$ cat src/rtl/register_bank_sync_pkg.sv
// Shared types and helpers for register_bank_sync: register type codes,
// mask-to-type mapping and byte-lane merge.
package register_bank_sync_pkg;

  typedef enum logic [1:0] {
    REG_RW     = 2'd0,
    REG_RO     = 2'd1,
    REG_W1C    = 2'd2,
    REG_SHADOW = 2'd3
  } reg_type_e;

  // Helpers work on fixed maximum widths; callers size-cast in and out.
  localparam int MAX_REGS = 256;
  localparam int MAX_DW   = 256;
  localparam int MAX_BE   = MAX_DW / 8;
  localparam int IDX_W    = $clog2(MAX_REGS);

  // Overlapping masks resolve as RO > W1C > SHADOW > RW.
  function automatic reg_type_e reg_type(input logic [IDX_W-1:0]    idx,
                                         input logic [MAX_REGS-1:0] ro,
                                         input logic [MAX_REGS-1:0] w1c,
                                         input logic [MAX_REGS-1:0] shadow);
    reg_type_e t;
    t = REG_RW;
    if (ro[idx])          t = REG_RO;
    else if (w1c[idx])    t = REG_W1C;
    else if (shadow[idx]) t = REG_SHADOW;
    return t;
  endfunction

  function automatic logic [MAX_DW-1:0] byte_merge(input logic [MAX_DW-1:0] old_v,
                                                   input logic [MAX_DW-1:0] new_v,
                                                   input logic [MAX_BE-1:0] be);
    logic [MAX_DW-1:0] res;
    for (int k = 0; k < MAX_BE; k++)
      res[k*8 +: 8] = be[k] ? new_v[k*8 +: 8] : old_v[k*8 +: 8];
    return res;
  endfunction

endpackage

$ cat src/rtl/register_bank_sync_cell.sv
// One register of the bank; TYPE selects RW, RO, W1C or double-buffered SHADOW.
module register_bank_cell
  import register_bank_sync_pkg::*;
#(
  parameter reg_type_e             TYPE        = REG_RW,
  parameter int                    DATA_WIDTH  = 16,
  parameter logic [DATA_WIDTH-1:0] RESET_VALUE = '0
) (
  input  logic                    clk,
  input  logic                    reset,
  input  logic                    wr,
  input  logic [DATA_WIDTH/8-1:0] be,
  input  logic [DATA_WIDTH-1:0]   wdata,
  input  logic [DATA_WIDTH-1:0]   set,
  input  logic                    commit,
  input  logic [DATA_WIDTH-1:0]   live,
  output logic [DATA_WIDTH-1:0]   value,
  output logic [DATA_WIDTH-1:0]   rdata
);

  logic [DATA_WIDTH-1:0] q;
  logic [DATA_WIDTH-1:0] sh;
  logic [DATA_WIDTH-1:0] merged_q;
  logic [DATA_WIDTH-1:0] merged_sh;
  logic [DATA_WIDTH-1:0] clr;

  assign merged_q  = DATA_WIDTH'(byte_merge(MAX_DW'(q), MAX_DW'(wdata), MAX_BE'(be)));
  assign merged_sh = DATA_WIDTH'(byte_merge(MAX_DW'(sh), MAX_DW'(wdata), MAX_BE'(be)));
  // Merging onto zero leaves exactly the written ones in enabled lanes.
  assign clr = wr ? DATA_WIDTH'(byte_merge('0, MAX_DW'(wdata), MAX_BE'(be))) : '0;

  always_ff @(posedge clk or negedge reset) begin
    if (!reset) begin
      q  <= RESET_VALUE;
      sh <= RESET_VALUE;
    end else begin
      case (TYPE)
        REG_RW:  if (wr) q <= merged_q;
        REG_W1C: q <= (q & ~clr) | set;
        REG_SHADOW: begin
          if (wr) sh <= merged_sh;
          // A write landing on the commit edge goes straight through to active.
          if (commit) q <= wr ? merged_sh : sh;
        end
        default: ;
      endcase
    end
  end

  assign value = (TYPE == REG_RO) ? live : q;
  assign rdata = (TYPE == REG_RO) ? live : (TYPE == REG_SHADOW) ? sh : q;

  logic unused_ok;
  assign unused_ok = ^{set, live, commit, wr, be, wdata, sh, merged_q, merged_sh, clr};

endmodule

$ cat src/rtl/register_bank_sync.sv
// Synchronous parametrised register bank: address decode, registered read
// mux, one-cycle ack and per-register write strobes around NUM_REGS cells.
module register_bank_sync
  import register_bank_sync_pkg::*;
#(
  parameter int                               ADDR_WIDTH   = 4,
  parameter int                               DATA_WIDTH   = 16,
  parameter int                               NUM_REGS     = 16,
  parameter logic [NUM_REGS-1:0]              RO_MASK      = '1,
  parameter logic [NUM_REGS-1:0]              W1C_MASK     = '0,
  parameter logic [NUM_REGS-1:0]              SHADOW_MASK  = '0,
  parameter logic [NUM_REGS*DATA_WIDTH-1:0]   RESET_VALUES = '0
) (
  input  logic                           clk,
  input  logic                           reset,
  input  logic                           bus_en,
  input  logic                           bus_rd,
  input  logic                           bus_wr,
  input  logic [DATA_WIDTH/8-1:0]        bus_be,
  input  logic [ADDR_WIDTH-1:0]          bus_addr,
  input  logic [DATA_WIDTH-1:0]          bus_data_in,
  output logic [DATA_WIDTH-1:0]          bus_data_out,
  output logic                           bus_ack,
  input  logic [NUM_REGS*DATA_WIDTH-1:0] values_in,
  input  logic [NUM_REGS*DATA_WIDTH-1:0] set_in,
  input  logic                           commit,
  output logic [NUM_REGS*DATA_WIDTH-1:0] values_out,
  output logic [NUM_REGS-1:0]            write_strobe
);

  localparam logic [MAX_REGS-1:0] RO_EXT  = MAX_REGS'(RO_MASK);
  localparam logic [MAX_REGS-1:0] W1C_EXT = MAX_REGS'(W1C_MASK);
  localparam logic [MAX_REGS-1:0] SH_EXT  = MAX_REGS'(SHADOW_MASK);

  // Handshake: an access is taken at a rising edge when bus_en is high and
  // exactly one of bus_rd/bus_wr is high; bus_ack is high for the single
  // following cycle and bus_data_out is valid while bus_ack is high.
  logic                  acc;
  logic                  wr_acc;
  logic                  rd_acc;
  logic [NUM_REGS-1:0]   cell_wr;
  logic [DATA_WIDTH-1:0] cell_rdata [NUM_REGS];
  logic [DATA_WIDTH-1:0] rd_mux;

  assign acc    = bus_en & (bus_rd ^ bus_wr);
  assign wr_acc = acc & bus_wr;
  assign rd_acc = acc & bus_rd;

  for (genvar i = 0; i < NUM_REGS; i++) begin : g_reg
    localparam reg_type_e T = reg_type(IDX_W'(i), RO_EXT, W1C_EXT, SH_EXT);

    // Out-of-range addresses match no cell, so they neither write nor strobe.
    assign cell_wr[i] = wr_acc & (bus_addr == ADDR_WIDTH'(i));

    register_bank_cell #(
      .TYPE        (T),
      .DATA_WIDTH  (DATA_WIDTH),
      .RESET_VALUE (RESET_VALUES[i*DATA_WIDTH +: DATA_WIDTH])
    ) u_cell (
      .clk    (clk),
      .reset  (reset),
      .wr     (cell_wr[i]),
      .be     (bus_be),
      .wdata  (bus_data_in),
      .set    (set_in[i*DATA_WIDTH +: DATA_WIDTH]),
      .commit (commit),
      .live   (values_in[i*DATA_WIDTH +: DATA_WIDTH]),
      .value  (values_out[i*DATA_WIDTH +: DATA_WIDTH]),
      .rdata  (cell_rdata[i])
    );
  end

  always_comb begin
    rd_mux = '0;
    for (int i = 0; i < NUM_REGS; i++)
      if (bus_addr == ADDR_WIDTH'(i)) rd_mux = cell_rdata[i];
  end

  always_ff @(posedge clk or negedge reset) begin
    if (!reset) begin
      bus_ack      <= 1'b0;
      bus_data_out <= '0;
      write_strobe <= '0;
    end else begin
      bus_ack      <= acc;
      write_strobe <= cell_wr;
      if (rd_acc) bus_data_out <= rd_mux;
    end
  end

endmodule

$ cat config.mk
export PLATFORM = sky130hd
export DESIGN_NAME = register_bank_sync
export DESIGN_NICKNAME = d
export VERILOG_FILES = /design/src/rtl/register_bank_sync_pkg.sv /design/src/rtl/register_bank_sync_cell.sv /design/src/rtl/register_bank_sync.sv
export SDC_FILE = /design/constraint.sdc
export NUM_CORES = 1
export LEC_CHECK = 0
export ABC_AREA = 1
export CAP_MARGIN = 25
export CORE_AREA = 4 4 321 323
export DETAILED_ROUTE_END_ITERATION = 7
export DIE_AREA = 0 0 325 327
export SLEW_MARGIN = 20
export SYNTH_ARGS = -nofsm -noshare
export SYNTH_HDL_FRONTEND = slang
export SYNTH_SLANG_ARGS = --single-unit
$ cat constraint.sdc
create_clock -name clk -period 1.1 [get_ports clk]
set_clock_uncertainty 0.15 [all_clocks]
set_input_delay 0.33 -clock clk [delete_from_list [all_inputs] [get_ports clk]]
set_output_delay 0.33 -clock clk [all_outputs]
set_load 0.02 [all_outputs]
==> out/qor.yml <==
timing:
  grt_setup_unrepaired: "yes"
  finalSetupViolCount: 168
  tightest_slew_ns: 0.397
  timing.final.crit_share_pct: 199
  fin_hold_ws_ns: 0.217
  finalCriticalPeriod_ns: 2.18
  final.setup.tns_ns: -29.57
  slew_headroom_pct: 73.5
  maxSlewViolCount: 0
  worst_slack_ns: -1.08
  clock.fmax_mhz: 458
  hold_viol: 0
clocking:
  worstSkewPairLatency_ns: 0.31
  cts_root_buf: "clkbuf_16"
  clock-sinks: 33
  tritoncts: "yes"
  numCtsBuffers: 5
  path_clk_slew_ns: 0.07
  htreeDepth: 2
  cts_max_path_buffers: 2
placement:
  place.port_buffers: 553
  gp_congestion: 0.893
  dp_slack_ns: -2.22
  hpwl_mm: 60.5
drt:
  vias: 8133
  vias_per_cell: 2.92
  wl_per_cell_um: 24.4
  drt-initial-drc-count: 390
  dr.pass1.iters: 5
  routed_wl_mm: 68.0
  drtAntennaViolNets: 0
  drc: 0
worst_setup_path:
  r2r_slack_ns: 0.18
  end_kind: "flip-flop"
  crit_arrival_ns: 2.22
  critPathKind: "in -> reg"
  critPathSlowestCell: "nand4_1"
  timing.rr.end: "bus_data_out[2]"
  cp.required_ns: 1.14
  path_cells: "buf_8 > buf_8 > buf_6 > nand2_8 > nor2_4 > inv_4 > nor2_1 > nor2_2 > nand4_1 > nand2_1 > nand4_1 > nor2_2 > nand4_1 > nand2_1 > nand2_1"
  start_kind: "input port"
  rr_startpoint: "bus_data_out[2]"
  ff2ff_path_depth: 3
  worstPathMaxFanout: 5
  cpPeakStageDelay_ns: 0.33
synth:
  ys_seq_area_share_pct: 15.8
  syn-cell-area_mm2: 0.00523
  synthCells: 865
  syn_nets: 1405
  ys.warnings.count: 0
  yosys.cell_types.count: 21
  synth-seq-cells: 33
  postSynthAreaPerCell_um2: 6.05
grt:
  grt_pass1_vias: 9001
  grt_max_degree: 32
  antenna_found_initial: 9
  grt_pass1_wl_mm: 86.7
  grt_usage_pct: 12.4
  globalRouteOverflowTotal: 0
pwr:
  seq_power_share_pct: 15.0
  comb_power_share_pct: 67.3
  p_leak_nw: 7.42
  switching_share_pct: 40.3
  switching_power_mw: 4.17
  internal-power_mw: 6.19
  power_density_mw_per_mm2: 651
  clockPowerShare_pct: 17.7
  ir_drop_mv: 0.517
outcome:
  outcome: "finished with violations"
  violations: "setup timing"
die:
  core_mm2: 0.0999
  dieHeight_um: 327
  initial_core_util_pct: 5.24
  die_x_um: 325
  die_area_mm2: 0.106
  pin_count: 829
  rows: 116
layout:
  fin_nets: 2027
  syn2layout_area_growth_pct: 204
  drive_gt1_share_pct: 71.1
  final_util_pct: 15.9
  n_fill_cell: 11300
hold_path:
  min_path_type: "in -> async"
job:
  cap_violations: 0
==> layer usage <==
metal  wire, µm  GRT usage (%)
met1      30000           15.9
met3       6500           4.51
met2      29900           19.7
met4       1680           3.00
met5         13              0
==> power by group through the flow <==
stage	sequential (mW)	combinational (mW)	clock [mW]
after global routing	1.57	7.36	1.96
after detailed placement	1.55	6.24	0
after global placement	1.54	6.30	0
after CTS	1.56	7.01	1.95
final	1.55	6.97	1.84
after floorplan	1.67	2.01	0
==> cells in the mapped netlist (all sizes together) <==
cell	count	area, µm²
a21oi	32	160
o21ai	2	10.0
inv	57	214
nand3	43	215
nor3	6	30.0
nand2	232	878
clkbuf	15	56.3
nand4	40	250
clkinv	1	3.75
or2	22	138
nor2	117	479
dfrtp	33	826
buf	264	1960
xnor2	1	8.76
==> registers in the layout (all words and copies together) (netlist names) <==
signal / cells
bus_ack: 1
bus_data_out: 16
write_strobe: 16
==> through the flow <==
stage,power [mW],cells,instance area [µm²]
2_1_floorplan,3.67,865,5390
3_3_place_gp,7.85,2736,13700
3_5_place_dp,7.79,2736,13700
4_1_cts,10.5,2785,15600
5_1_grt,10.9,2787,15900
6_report,10.4,2790,15900
==> cell families (layout without fill, tap and decap cells) <==
logic type / count (synthesis) / in the layout / share of synthesized area, %
other: 0 / 4 / 0
DFF: 33 / 33 / 15.8
AOI/OAI and AO/OA: 34 / 34 / 3.25
and+or+nand+nor: 460 / 460 / 38.1
buffers and inverters: 337 / 960 / 42.7
xor gates and xnor gates: 1 / 1 / 0.167
==> worst max-delay path by stage <==
stage / from / end / cells after the start
final: bus_addr[0] / bus_data_out[5] / 15
after global routing: bus_addr[0] / bus_data_out[5] / 14
after CTS: bus_addr[3] / bus_data_out[5] / 16
after detailed placement: bus_addr[1] / bus_data_out[5] / 14
after global placement: bus_addr[1] / bus_data_out[5] / 14
after floorplan: bus_addr[3] / bus_data_out[0] / 12
==> cell type report <==
cell class	instances	area, µm²	area share (%)
tap	1298	1620	10.2
sequential	33	830	5.21
antenna	4	10.0	0.0629
clock buffer	7	143	0.896
timing repair buffer	894	10100	63.4
clock inverter	1	30.0	0.189
multi-input combinational	495	2910	18.3
inverter	58	284	1.78
==> critical path, delay by kind of cell <==
kind	cells	cell delay, ns
buffers and inverters	4	0.44
and+or+nand+nor	11	1.42
==> cells in the final DEF (no fill, tap or decap), types with 2 or more instances in the layout <==
| master | count |
|---|---|
| a21oi_1 | 21 |
| or2_0 | 9 |
| buf_4 | 164 |
| nor3_4 | 6 |
| buf_8 | 88 |
| inv_8 | 2 |
| a21oi_2 | 6 |
| dfrtp_2 | 3 |
| clkbuf_16 | 5 |
| inv_1 | 38 |
| nand3_1 | 20 |
| nand2_1 | 189 |
| inv_4 | 4 |
| or2_1 | 4 |
| clkinvlp_4 | 2 |
| buf_2 | 131 |
| nand2_4 | 8 |
| nand2_2 | 29 |
| nand4_1 | 40 |
| nand3_2 | 21 |
| diode_2 | 4 |
| or2_2 | 2 |
| nand3_4 | 2 |
| buf_6 | 380 |
| inv_2 | 9 |
| a21oi_4 | 5 |
| buf_16 | 2 |
| nor2_4 | 27 |
| nand2_8 | 6 |
| dfrtp_1 | 30 |
| nor2_1 | 74 |
| nor2_2 | 16 |
| or2_4 | 7 |
| buf_12 | 126 |
==> timing repair <==
item,in CTS,in global routing
hold buffers,1,0
endpoints found under the hold margin,33,0
pin swaps,89,98
gates cloned,2,0
setup buffers,51,20
setup endpoints to repair,322,178
gates resized for setup,2587,102
Note: power is estimated with default switching activity, not from simulation.
